===== config.mk =====
export PLATFORM = sky130hd
export DESIGN_NAME = audio_voice_scheduler
export DESIGN_NICKNAME = d
export VERILOG_FILES = /design/src/rtl/audio_voice_scheduler.sv
export SDC_FILE = /design/constraint.sdc
export NUM_CORES = 1
export LEC_CHECK = 0
export ABC_AREA = 1
export CORE_UTILIZATION = 45
export CTS_CLUSTER_SIZE = 12
export DETAILED_ROUTE_END_ITERATION = 6
export PLACE_DENSITY = 0.65
export SKIP_LAST_GASP = 1
export SLEW_MARGIN = 20
export SYNTH_ARGS = -nofsm -noshare
export SYNTH_HDL_FRONTEND = slang
export SYNTH_SLANG_ARGS = --single-unit

===== constraint.sdc =====
create_clock -name clk -period 4.45 [get_ports clk]
set_input_delay 0.89 -clock clk [delete_from_list [all_inputs] [get_ports clk]]
set_output_delay 0.89 -clock clk [all_outputs]
set_load 0.1 [all_outputs]

===== src/rtl/audio_voice_scheduler.sv =====
// Shares one 32-bit music RAM port between a music voice and NUM_SFX effect voices:
// one read slot per voice per sample tick, then a saturating mix into an unsigned 8-bit sample.
module audio_voice_scheduler #(
  parameter int ADDR_W   = 15,
  parameter int NUM_SFX  = 2,
  parameter int RD_LAT   = 1,
  parameter int TICK_DIV = 6250
) (
  input  logic                          clk,
  input  logic                          rst,
  input  logic                          music_start,
  input  logic                          music_stop,
  input  logic                          music_loop,
  input  logic [ADDR_W+1:0]             music_base,
  input  logic [ADDR_W+1:0]             music_len,
  input  logic [NUM_SFX-1:0]            sfx_trig,
  input  logic [NUM_SFX*(ADDR_W+2)-1:0] sfx_base,
  input  logic [NUM_SFX*(ADDR_W+2)-1:0] sfx_len,
  output logic [ADDR_W-1:0]             mem_addr,
  output logic                          mem_en,
  input  logic [31:0]                   mem_dout,
  output logic [7:0]                    sample,
  output logic                          sample_valid,
  output logic                          music_busy,
  output logic [NUM_SFX-1:0]            sfx_busy
);
  localparam int AW = ADDR_W + 2;
  localparam int NV = NUM_SFX + 1;
  localparam int CW = $clog2(TICK_DIV);

  typedef enum logic [1:0] {IDLE = 2'd0, SLOT = 2'd1, MIX = 2'd2} state_t;

  state_t             state;
  logic [CW-1:0]      cnt;
  logic [2:0]         slot;
  logic [1:0]         sc;
  logic signed [10:0] acc;
  logic [AW-1:0]      ptr [NV];
  logic [AW-1:0]      rem [NV];
  logic [NV-1:0]      act;
  logic [NV-1:0]      pend;
  logic [AW-1:0]      lbase [NV];
  logic [AW-1:0]      llen [NV];
  logic               pend_stop;
  logic [AW-1:0]      loop_base;
  logic [AW-1:0]      loop_len;

  logic               tick;
  logic               cap;
  logic               stop_c;
  logic               music_go;
  logic [NV-1:0]      req;
  logic [NV-1:0]      commit;
  logic [AW-1:0]      rbase [NV];
  logic [AW-1:0]      rlen [NV];
  logic [AW-1:0]      cbase [NV];
  logic [AW-1:0]      clen [NV];
  logic [AW-1:0]      ptr_n [NV];
  logic [AW-1:0]      rem_n [NV];
  logic [NV-1:0]      act_n;
  logic [1:0]         cur_off;
  logic               cur_act;
  logic [7:0]         smp_byte;
  logic signed [10:0] acc_n;
  logic [2:0]         nxt_slot;
  logic               nxt_act;
  logic [ADDR_W-1:0]  nxt_addr;
  logic [7:0]         mix;

  // Commit/advance next-state for every voice, the captured byte, and the clamped mix.
  always_comb begin
    tick   = (cnt == CW'(TICK_DIV - 1));
    cap    = (state == SLOT) && (sc == 2'(RD_LAT));
    stop_c = tick && (pend_stop || music_stop);
    req[0]   = music_start;
    rbase[0] = music_base;
    rlen[0]  = music_len;
    for (int v = 1; v < NV; v++) begin
      req[v]   = sfx_trig[v-1];
      rbase[v] = sfx_base[(v-1)*AW +: AW];
      rlen[v]  = sfx_len[(v-1)*AW +: AW];
    end
    cur_off = 2'd0;
    cur_act = 1'b0;
    for (int v = 0; v < NV; v++) begin
      if (slot == 3'(v)) begin
        cur_off = ptr[v][1:0];
        cur_act = act[v];
      end else begin
        cur_off = cur_off;
      end
    end
    smp_byte = 8'(mem_dout >> {cur_off, 3'b000});
    if (cap && cur_act) acc_n = acc + ($signed({3'b000, smp_byte}) - 11'sd128);
    else                acc_n = acc;
    for (int v = 0; v < NV; v++) begin
      cbase[v]  = req[v] ? rbase[v] : lbase[v];
      clen[v]   = req[v] ? rlen[v] : llen[v];
      commit[v] = tick && (pend[v] || req[v]);
      ptr_n[v]  = ptr[v];
      rem_n[v]  = rem[v];
      act_n[v]  = act[v];
      if (v == 0 && stop_c) begin
        act_n[v] = 1'b0;
      end else if (commit[v]) begin
        ptr_n[v] = cbase[v];
        rem_n[v] = clen[v];
        act_n[v] = (clen[v] != '0);
      end else if (cap && act[v] && slot == 3'(v)) begin
        ptr_n[v] = ptr[v] + AW'(1);
        rem_n[v] = rem[v] - AW'(1);
        // The last byte has been captured; music may wrap instead of ending.
        if (rem[v] == AW'(1)) begin
          if (v == 0 && music_loop) begin
            ptr_n[v] = loop_base;
            rem_n[v] = loop_len;
          end else begin
            act_n[v] = 1'b0;
          end
        end else begin
          act_n[v] = act[v];
        end
      end else begin
        act_n[v] = act[v];
      end
    end
    music_go = commit[0] && !stop_c;
    nxt_slot = (state == IDLE) ? 3'd0 : slot + 3'd1;
    nxt_act  = 1'b0;
    nxt_addr = '0;
    for (int v = 0; v < NV; v++) begin
      if (nxt_slot == 3'(v)) begin
        nxt_act  = act_n[v];
        nxt_addr = ptr_n[v][AW-1:2];
      end else begin
        nxt_act = nxt_act;
      end
    end
    if (acc_n > 11'sd127)       mix = 8'd255;
    else if (acc_n < -11'sd128) mix = 8'd0;
    else                        mix = 8'(acc_n + 11'sd128);
    music_busy = act[0];
    for (int i = 0; i < NUM_SFX; i++) sfx_busy[i] = act[i+1];
  end

  // Tick counter, request latching, voice state and the frame sequencer with its outputs.
  always_ff @(posedge clk) begin
    if (rst) begin
      cnt          <= '0;
      state        <= IDLE;
      slot         <= 3'd0;
      sc           <= 2'd0;
      acc          <= '0;
      act          <= '0;
      pend         <= '0;
      pend_stop    <= 1'b0;
      loop_base    <= '0;
      loop_len     <= '0;
      sample       <= 8'd128;
      sample_valid <= 1'b0;
      mem_en       <= 1'b0;
      mem_addr     <= '0;
      for (int v = 0; v < NV; v++) begin
        ptr[v]   <= '0;
        rem[v]   <= '0;
        lbase[v] <= '0;
        llen[v]  <= '0;
      end
    end else begin
      cnt       <= tick ? '0 : cnt + CW'(1);
      act       <= act_n;
      pend      <= tick ? '0 : (pend | req);
      pend_stop <= tick ? 1'b0 : (pend_stop | music_stop);
      acc       <= acc_n;
      mem_en       <= 1'b0;
      sample_valid <= 1'b0;
      for (int v = 0; v < NV; v++) begin
        ptr[v] <= ptr_n[v];
        rem[v] <= rem_n[v];
        if (req[v]) begin
          lbase[v] <= rbase[v];
          llen[v]  <= rlen[v];
        end
      end
      if (music_go) begin
        loop_base <= cbase[0];
        loop_len  <= clen[0];
      end
      case (state)
        IDLE: if (tick) begin
          state    <= SLOT;
          slot     <= 3'd0;
          sc       <= 2'd0;
          mem_en   <= nxt_act;
          mem_addr <= nxt_addr;
        end
        SLOT: if (sc == 2'(RD_LAT)) begin
          if (slot == 3'(NUM_SFX)) begin
            state        <= MIX;
            sample       <= mix;
            sample_valid <= 1'b1;
            acc          <= '0;
          end else begin
            slot     <= nxt_slot;
            sc       <= 2'd0;
            mem_en   <= nxt_act;
            mem_addr <= nxt_addr;
          end
        end else begin
          sc <= sc + 2'd1;
        end
        MIX:     state <= IDLE;
        default: state <= IDLE;
      endcase
    end
  end
endmodule


Yosys cells after proc, flatten, opt, wreduce, memory -nomap -nowiden
Memory sizes are Yosys's and may differ from the RTL's.
Cells that the tools add are included.
Operators by class
  add/sub/neg operators: 12
  order comparisons: 2
  equality and inequality tests: 15
  shifts and indexed selects: 1
  mux-type cells: 99
  bitwise logic cells: 16
  reductions and logical operators: 31
Operators with widths (number)
  17-bit 2-to-1 mux: 36
  15-bit 2-to-1 mux: 6
  17-bit by 1-bit adder with 17-bit output, second input constant: 3
  17-bit by 1-bit equality test with 1-bit output, second input constant: 3
  17-bit nonzero test: 3
  17-bit by 1-bit subtractor with 17-bit output, second input constant: 3
  11-bit 2-to-1 mux: 4
  1-bit 2-to-1 mux: 33
  32-bit by 5-bit >> shifter with 8-bit output: 1
  15-bit one-hot mux with 2 select lines: 1
  2-bit 2-to-1 mux: 9
  8-bit 2-to-1 mux: 2
  13-bit by 1-bit adder with 13-bit output, second input constant: 1
  13-bit equality test, second input constant: 1
  1-bit logical AND: 13
  1-bit bitwise OR: 13
  3-bit 2-to-1 mux: 4
  11-bit by 9-bit adder with 11-bit output: 1
  11-bit by 8-bit > comparator with 1-bit output, second input constant: 1
  11-bit by 8-bit < comparator with 1-bit output, second input constant: 1
  3-bit AND reduction: 3
  8-bit by 8-bit subtractor with 9-bit output, second input constant: 1
  8-bit adder, second input constant: 1
  2-bit one-hot mux with 2 select lines: 2
  other kinds (20): 30
Storage, ports and cells
  register bits after elaboration: 97
  bits in writable memories: 204
  input bits: 141
  output and inout bits: 28
  logic and storage cells: 194
  memories: 4
Memories
  lbase: words 3, width 17, rd ports 3, clocked after Yosys merged registers in 0, write ports 3, line 42  | logic [AW-1:0] lbase [NV];
  llen: words 3, width 17, rd ports 3, clocked after Yosys merged registers in 0, write ports 3, line 43  | logic [AW-1:0] llen [NV];
  ptr: words 3, width 17, rd ports 3, clocked after Yosys merged registers in 0, write ports 3, line 38  | logic [AW-1:0] ptr [NV];
  rem: words 3, width 17, rd ports 3, clocked after Yosys merged registers in 0, write ports 3, line 39  | logic [AW-1:0] rem [NV];

Depth between registers and ports, before layout
Gate-level depths: netlist of run 1.
  depth in word-level cells: 13
  depth in mapped cells: 27
  depth with buffers taken out: 26

Worst setup path after synthesis of run 1
No wires, ideal clock.
  path type: reg-to-reg
  start point: register slot[0]
  end point: register sample[0]
  setup time: 123 ps
  arrival: 3127 ps
  data required time: 4327 ps
  slack: 1199 ps
  stages on the path, launching flop included: 24
  buffers on the path: 1
  clock period less this slack: 3251 ps
  cells stage by stage: dfxtp_1 -> inv_1 -> ha_1 -> nand2_4 -> nand3_1 -> nand2_1 -> inv_1 -> clkbuf_1 -> o21ai_0 -> o22ai_1 -> ha_1 -> fa_1 -> nand3_1 -> nand3_1 -> nand2_1 -> nand3_1 -> nand3_1 -> nand2_1 -> inv_1 -> nand3_1 -> nand3_1 -> nand2_1 -> inv_1 -> a21oi_1
On the way
  longest elaborated chain between the ends: 11
  elaborated cells on any way between the ends: 20
  classes of those cells: add/sub: 3; order compare: 2; eq/ne: 2; shift: 1; mux: 9; reduce/logical: 3
RTL lines
  start: declaration: line 35  | logic [2:0] slot;
  start signal: assignment: line 204  | slot <= nxt_slot;
  3-bit logical NOT: line 86  | if (slot == 3'(v)) begin
  2-bit 2-to-1 mux (3 in series): line 86
  32-bit by 5-bit >> shifter with 8-bit output: line 93  | smp_byte = 8'(mem_dout >> {cur_off, 3'b000});
  8-bit by 8-bit subtractor with 9-bit output: line 94  | if (cap && cur_act) acc_n = acc + ($signed({3'b000, smp_byte}) - 11'sd128);
  11-bit by 9-bit adder with 11-bit output: line 94
  11-bit 2-to-1 mux: line 94
  11-bit by 8-bit < comparator with 1-bit output / 8-bit adder (equally long branches): line 140, 141
  8-bit 2-to-1 mux: line 140  | else if (acc_n < -11'sd128) mix = 8'd0;
  8-bit 2-to-1 mux: line 139  | if (acc_n > 11'sd127) mix = 8'd255;
  end signal: assignment: line 200  | sample <= mix;
  end: declaration: line 22  | output logic [7:0] sample,
Parallel ways exist; a longest one is shown, timed or not.
A chain may end at the register's enable or synchronous reset.

Final worst setup path of run 1
  start point: register slot[0]
  end point: register sample[4]
The elaborated chain is that of the path after synthesis.

==> flow_summary_export.csv, run 1 <==
group,metric,value,unit
finish,multi_input_area,0.00837,sq mm
sta,fin_worst_skew,0.0202,ns
critical_path,critPathMaxFanout,17,
synth,ys.flop_type,"dfxtp_1",
drt,first_pass_iters,6,
drt,drtIter0Drc,1079,
sta,tns,0,ns
critical_path,critical_path_class,"reg -> reg",
sta,report.final.slew_viol_count,0,
power,p_switching,1450,uW
power,sw_frac_of_total,23.2,%
power,comb_power_share,7.0,%
critical_path,reg2reg_to,"sample[4]$_SDFFE_PP0P_",
cts,cts_tree,"done",
critical_path,critPathMaxStageDelay,0.45,ns
synth,yosysUniqueCellTypes,54,
finish,layout_commonest_cell,"nand2_1",
finish,nets,2791,
synth,synth_xor_area_share,2.56,%
job,cap_violations,0,
synth,synth-simple-area-share,27.5,%
drt,wl_per_cell,15.4,um
floorplan,num_rows,71,
power,pwr-share-seq,47.3,%
finish,final_cell_mix,"nand2_1 (648), nor2_1 (331), inv_1 (327), o21ai_0 (203), dfxtp_1 (199)",
sta,finalHoldViolCount,0,
critical_path,r2r-start,"slot[0]$_SDFFE_PP0P_",
floorplan,core_area,0.0376,sq mm
cts,cts_root_buffer,"clkbuf_16",
synth,yosysWarningCount,0,
synth,synth_compound_area_share,16.4,%
synth,synthesis.nets,2657,
power,finalPower,6270,uW
global_route,overflow,0,
critical_path,crit_path_end_kind,"register",
finish,seq_area,0.00705,sq mm
critical_path,ff2ff_setup_slack,0.61,ns
synth,synth_adder_area_share,2.02,%
placement,portBuffers,168,
critical_path,worstPathRequired,4.84,ns
power,peakVddDrop,0.256,mV
cts,cts_num_sinks,301,
cts,cts.path.max_buffers,3,
placement,dp_hpwl,35100,um
synth,ys_seq_area_share,41.1,%
power,powerDensity,307,mW/mm^2
hold_path,min_path_cells,2,
synth,synth_area,0.0171,sq mm
critical_path,cp_cell_sequence,"inv_1 > ha_1 > inv_1 > nor2_1 > nand2_1 > nand3_1 > nand2_1 > buf_4 > inv_1 > o21ai_0 > o22ai_1 > ha_1 > fa_1 > and3_1 > nor2_1 > nand3_1 > nand3_1 > nand2_1 > nand3_1 > nand2_1 > inv_1 > a21oi_1",
floorplan,die_h,197,um
finish,diodes,0,
critical_path,path_depth,22,
critical_path,critPathLaunch,"slot[0]$_SDFFE_PP0P_",
sta,max_slew.worst_pin.slew,1.02,ns
critical_path,reg2reg_depth,22,
synth,synth_top_family_by_area,"simple AND/OR/NAND/NOR gates",
synth,syn_inst,2489,
cts,post-cts-setup-buffers,0,
finish,nFillCells,3656,
floorplan,start_util,45.6,%
status,outcome,"finished, final reports clean",
sta,finalCriticalPeriod,3.84,ns
floorplan,ioPinCount,169,
sta,layout_setup_ws,0.608,ns
global_route,grt_max_degree,103,
drt,drc,0,
cts,cts_made_buffers,36,
drt,ant_nets,0,
floorplan,dieWidth,197,um
cts,h-tree-depth,2,
sta,rsz0062_at_grt,"no",
global_route,first_global_vias,15600,
cts,postCtsHoldBufs,0,
synth,synthMuxAreaShare,0.234,%
critical_path,setup.worst_path.start_class,"register",
critical_path,cp_slowest_cell,"fa_1",
hold_path,hp-class,"reg -> reg",
global_route,track_usage,25.3,%
drt,vias,16400,
synth,synth_edf_count,102,
drt,viasPerCell,5.19,
finish,drive_above_1_share,4.53,%
sta,max_slew_margin,31.5,%
cts,clk_pin_slew_worst_paths,0.06,ns
synth,ys_ff_latch,301,
placement,gp_congestion,0.935,
sta,fmax,260,MHz
sta,min_period_over_period,86.3,%
synth,syn_avg_cell_area,6.88,sq um
power,pwr-share-clk,45.6,%
floorplan,dieArea,0.0389,sq mm
global_route,grt_pass1_wl,79700,um
critical_path,cp_num_buf_inv,5,
power,power_leakage,0.00878,uW
drt,totalWireLength,48600,um
critical_path,endpoint,"sample[4]$_SDFFE_PP0P_",
placement,place_ws,0.670,ns
global_route,antenna_found_initial,0,
sta,finalSetupViolations,0,
critical_path,worstPathArrival,4.23,ns
critical_path,cp_top_family,"simple AND/OR/NAND/NOR gates",
cts,insertion_delay,0.53,ns
synth,synth-async-reset-ratio,0,%
power,p_int,4820,uW
cts,cts-resized-gates,0,
finish,syn_to_final_growth,19.1,%
logic make-up (layout without fill, tap and decap cells):
group                    Yosys count  in the layout
AO/OA/AOI/OAI                    503            503
XOR/XNOR                          50             50
adder cells (fa/ha/maj)           27             27
buffers and inverters            441            602
flip-flops                       301            301
multiplexers                       4              4
AND/OR/NAND/NOR                 1163           1163
stage by stage:
step | instances | util, % | cell area (sq um) | hold slack (ns)
floorplan | 2489 | - | 17100 | 0.422
global placement | 3096 | 51.3 | 19300 | 0.436
detailed placement | 3096 | 51.3 | 19300 | 0.441
CTS | 3161 | 54.3 | 20400 | 0.450
global route | 3161 | 54.3 | 20400 | 0.475
finish | 3161 | 54.3 | 20400 | 0.450
worst register-to-register path, stage by stage (launching register included):
cell and delay, ns:
dfxtp_1 0.42, inv_1 0.12, ha_1 0.23, inv_1 0.05
nor2_1 0.04, nand2_1 0.06, nand3_1 0.12, nand2_1 0.09
buf_4 0.20, inv_1 0.20, o21ai_0 0.21, o22ai_1 0.10
ha_1 0.23, fa_1 0.45, and3_1 0.22, nor2_1 0.18
nand3_1 0.15, nand3_1 0.13, nand2_1 0.08, nand3_1 0.07
nand2_1 0.05, inv_1 0.20, a21oi_1 0.10
power by group through the flow:
stage | combinational, uW | sequential, uW | clock [uW]
after CTS | 447 | 2970 | 2910
final | 442 | 2970 | 2860
after global placement | 439 | 3020 | 0
after detailed placement | 444 | 3030 | 0
after global routing | 494 | 2980 | 3030
after floorplan | 224 | 3020 | 0
sequential cells by signal (all words and copies together) (netlist names), 8 cells and up:
register	count
acc	11
cnt	13
lbase	51
llen	51
loop_base	17
loop_len	17
mem_addr	15
ptr	51
rem	51
sample	8
layer usage:
metal | GRT usage (%) | part of all wire [%] | up-vias
met5 | 0 | 0 | -
met2 | 41.5 | 45 | 481
li1 | - | - | 8316
met3 | 3.14 | 5.8 | 75
met4 | 8.13 | 2.6 | 0
met1 | 34.7 | 46 | 7530
final cells by class:
cell class	count	share of cell area [%]
clock buffer	52	5.11
clock inverter	13	0.478
inverter	338	6.22
multi-input combinational	1747	41.0
sequential	301	34.5
tap	511	3.13
timing repair buffer	199	9.49
how the worst min path moves through the flow:
| stage | to | startpoint | slack (ns) |
|---|---|---|---|
| final | loop_len[6]$_SDFFE_PP0P_ | loop_len[6]$_SDFFE_PP0P_ | 0.45 |
| after global routing | loop_len[6]$_SDFFE_PP0P_ | loop_len[6]$_SDFFE_PP0P_ | 0.48 |
| after CTS | loop_len[12]$_SDFFE_PP0P_ | loop_len[12]$_SDFFE_PP0P_ | 0.45 |
| after detailed placement | loop_len[12]$_SDFFE_PP0P_ | loop_len[12]$_SDFFE_PP0P_ | 0.44 |
| after global placement | loop_len[12]$_SDFFE_PP0P_ | loop_len[12]$_SDFFE_PP0P_ | 0.44 |
| after floorplan | loop_len[6]$_SDFFE_PP0P_ | loop_len[6]$_SDFFE_PP0P_ | 0.42 |
cell usage after synthesis, types with 2 or more instances:
cell      instances  area, sq um
a211oi_1          2         15.0
a21oi_1         183          916
a221oi_1          7         61.3
a22oi_1          10         75.1
a31oi_1          10         62.6
buf_1             2         7.51
buf_2            32          160
buf_4             8         60.1
clkbuf_1         60          225
dfxtp_1         199         3980
edfxtp_1        102         3060
ha_1             26          325
inv_1           328         1230
inv_2             8         30.0
mux2i_1           4         40.0
nand2_1         648         2430
nand2_4           3         33.8
nand3_1          98          490
nand3b_1          3         22.5
nand4_1          27          169
nor2_1          331         1240
nor2_2            2         12.5
nor2_4            3         33.8
nor3_1           29          145
nor3b_1           4         30.0
nor4_1            6         37.5
o211ai_1         23          173
o21a_1            8         60.1
o21ai_0         203         1020
o21ai_1           6         30.0
o21bai_1          5         37.5
o221ai_1         11         96.3
o22ai_1          19          119
o31ai_1           7         52.6
or2_2             5         31.3
xnor2_1           7         61.3
xor2_1           43          377
Power figures use the tool's default switching activity.
==> run 2: changes to the inputs <==
--- a/config.mk
+++ b/config.mk
@@ -7,6 +7,7 @@
 export LEC_CHECK = 0
 export ABC_AREA = 1
 export CORE_UTILIZATION = 45
+export CTS_BUF_LIST = sky130_fd_sc_hd__clkbuf_16
 export CTS_CLUSTER_SIZE = 12
 export DETAILED_ROUTE_END_ITERATION = 6
 export PLACE_DENSITY = 0.65
==> flow_summary_export.csv, run 2 (synthesis results as in run 1) <==
group,metric,value,unit
drt,drc,0,
critical_path,crit_path_end_kind,"register",
critical_path,r2r-start,"slot[0]$_SDFFE_PP0P_",
power,sw_frac_of_total,23.6,%
sta,fin_worst_skew,0.0190,ns
sta,max_slew.worst_pin.slew,1.03,ns
global_route,first_global_vias,15600,
cts,cts_num_sinks,301,
finish,syn_to_final_growth,18.7,%
floorplan,dieWidth,197,um
cts,cts.path.max_buffers,3,
floorplan,start_util,45.6,%
drt,drtIter0Drc,1112,
floorplan,dieArea,0.0389,sq mm
sta,max_slew_margin,31.1,%
floorplan,num_rows,71,
sta,tns,0,ns
floorplan,core_area,0.0376,sq mm
finish,stdcell_area,0.0203,sq mm
cts,insertion_delay,0.53,ns
finish,final_cell_mix,"nand2_1 (648), inv_1 (336), nor2_1 (331), o21ai_0 (203), dfxtp_1 (199)",
floorplan,die_h,197,um
sta,rsz0062_at_grt,"no",
drt,ant_nets,0,
cts,cts_root_buffer,"clkbuf_16",
cts,cts_tree,"done",
power,powerDensity,302,mW/mm^2
global_route,track_usage,25.3,%
placement,dp_cells,3096,
drt,totalWireLength,48500,um
drt,viasPerCell,5.19,
hold_path,hold_start,"loop_len[6]$_SDFFE_PP0P_",
finish,diodes,0,
power,pwr-share-seq,48.3,%
critical_path,critPathLaunch,"slot[0]$_SDFFE_PP0P_",
power,comb_power_share,7.2,%
hold_path,hp-class,"reg -> reg",
power,p_int,4700,uW
power,peakVddDrop,0.256,mV
cts,h-tree-depth,2,
critical_path,critical_path_class,"reg -> reg",
sta,fmax,257,MHz
global_route,grt_max_degree,103,
power,pwr-share-clk,44.5,%
drt,vias,16400,
power,p_switching,1450,uW
status,outcome,"finished, final reports clean",
global_route,grt_pass1_wl,79700,um
critical_path,critPathMaxFanout,17,
critical_path,worstPathRequired,4.84,ns
cts,cts_made_buffers,36,
job,cap_violations,0,
critical_path,setup.worst_path.start_class,"register",
drt,wl_per_cell,15.4,um
finish,layout_commonest_cell,"nand2_1",
cts,clk_pin_slew_worst_paths,0.06,ns
drt,first_pass_iters,7,
placement,dp_hpwl,35100,um
sta,finalCriticalPeriod,3.89,ns
finish,layout.cells.non_filler,3161,
cts,postCtsHoldBufs,0,
cts,cts-resized-gates,0,
global_route,antenna_found_initial,0,
finish,nets,2791,
placement,post_dp_cell_area,0.0193,sq mm
power,power_leakage,0.00879,uW
cts,post-cts-setup-buffers,0,
finish,drive_above_1_share,4.34,%
finish,nFillCells,3667,
placement,portBuffers,168,
placement,gp_congestion,0.935,
sta,finalSetupViolations,0,
sta,report.final.slew_viol_count,0,
sta,finalHoldViolCount,0,
global_route,overflow,0,
floorplan,ioPinCount,169,
critical_path,worstPathArrival,4.28,ns
sta,min_period_over_period,87.5,%
==> run 2: final timing paths <==
check | end | slack, ns | depth (start not counted)
max | sample[4]$_SDFFE_PP0P_ | 0.56 | 22
min | loop_len[6]$_SDFFE_PP0P_ | 0.45 | 2
max reg2reg | sample[4]$_SDFFE_PP0P_ | 0.56 | 22
min reg2reg | loop_len[6]$_SDFFE_PP0P_ | 0.45 | 2
==> run 2: layer usage <==
metal  share of wire (%)  global-route usage (%)
met5                   0                       0
met4                 2.5                    8.13
met3                 5.5                    3.14
met2                  46                    41.6
met1                  46                    34.6
==> run 2: per-stage QoR <==
step | power (uW) | hold WS, ns | worst slack [ns] | utilization, %
2_1_floorplan | 3240 | 0.422 | 1.20 | -
3_3_place_gp | 3460 | 0.436 | 0.769 | 51.3
3_5_place_dp | 3470 | 0.441 | 0.670 | 51.3
4_1_cts | 6200 | 0.450 | 0.624 | 54.1
5_1_grt | 6370 | 0.475 | 0.123 | 54.1
6_report | 6140 | 0.448 | 0.558 | 54.1
==> run 2: critical path: stages (launching register included) <==
cell and delay [ns]:
dfxtp_1 0.42, inv_1 0.12, ha_1 0.23, inv_1 0.05
nor2_1 0.04, nand2_1 0.06, nand3_1 0.12, nand2_1 0.09
buf_4 0.20, inv_1 0.20, o21ai_0 0.21, o22ai_1 0.10
ha_1 0.23, fa_1 0.46, and3_1 0.22, nor2_1 0.18
nand3_1 0.17, nand3_1 0.15, nand2_1 0.09, nand3_1 0.08
nand2_1 0.05, inv_1 0.20, a21oi_1 0.10
==> run 2: area by class of cell <==
class | instances | area, sq um | area share [%]
Multi-Input combinational cell | 1747 | 8370 | 41.1
Inverter | 338 | 1270 | 6.24
Tap cell | 511 | 639 | 3.14
Clock buffer | 37 | 926 | 4.55
Sequential cell | 301 | 7050 | 34.6
Timing Repair Buffer | 199 | 1940 | 9.52
Clock inverter | 28 | 154 | 0.757
==> run 2: power groups by stage <==
stage / clock network [uW] / registers (uW) / logic [uW]
2_1_floorplan: 0 / 3020 / 224
3_3_place_gp: 0 / 3020 / 439
3_5_place_dp: 0 / 3030 / 444
4_1_cts: 2780 / 2970 / 447
5_1_grt: 2900 / 2980 / 494
6_report: 2730 / 2970 / 442
==> run 3: changes to the inputs <==
--- a/config.mk
+++ b/config.mk
@@ -11,7 +11,6 @@
 export CTS_CLUSTER_SIZE = 12
 export DETAILED_ROUTE_END_ITERATION = 6
 export PLACE_DENSITY = 0.65
-export SKIP_LAST_GASP = 1
 export SLEW_MARGIN = 20
 export SYNTH_ARGS = -nofsm -noshare
 export SYNTH_HDL_FRONTEND = slang
==> results of run 3 <==
Same layout as run 2: the final DEF is identical, and so are final timing and power.
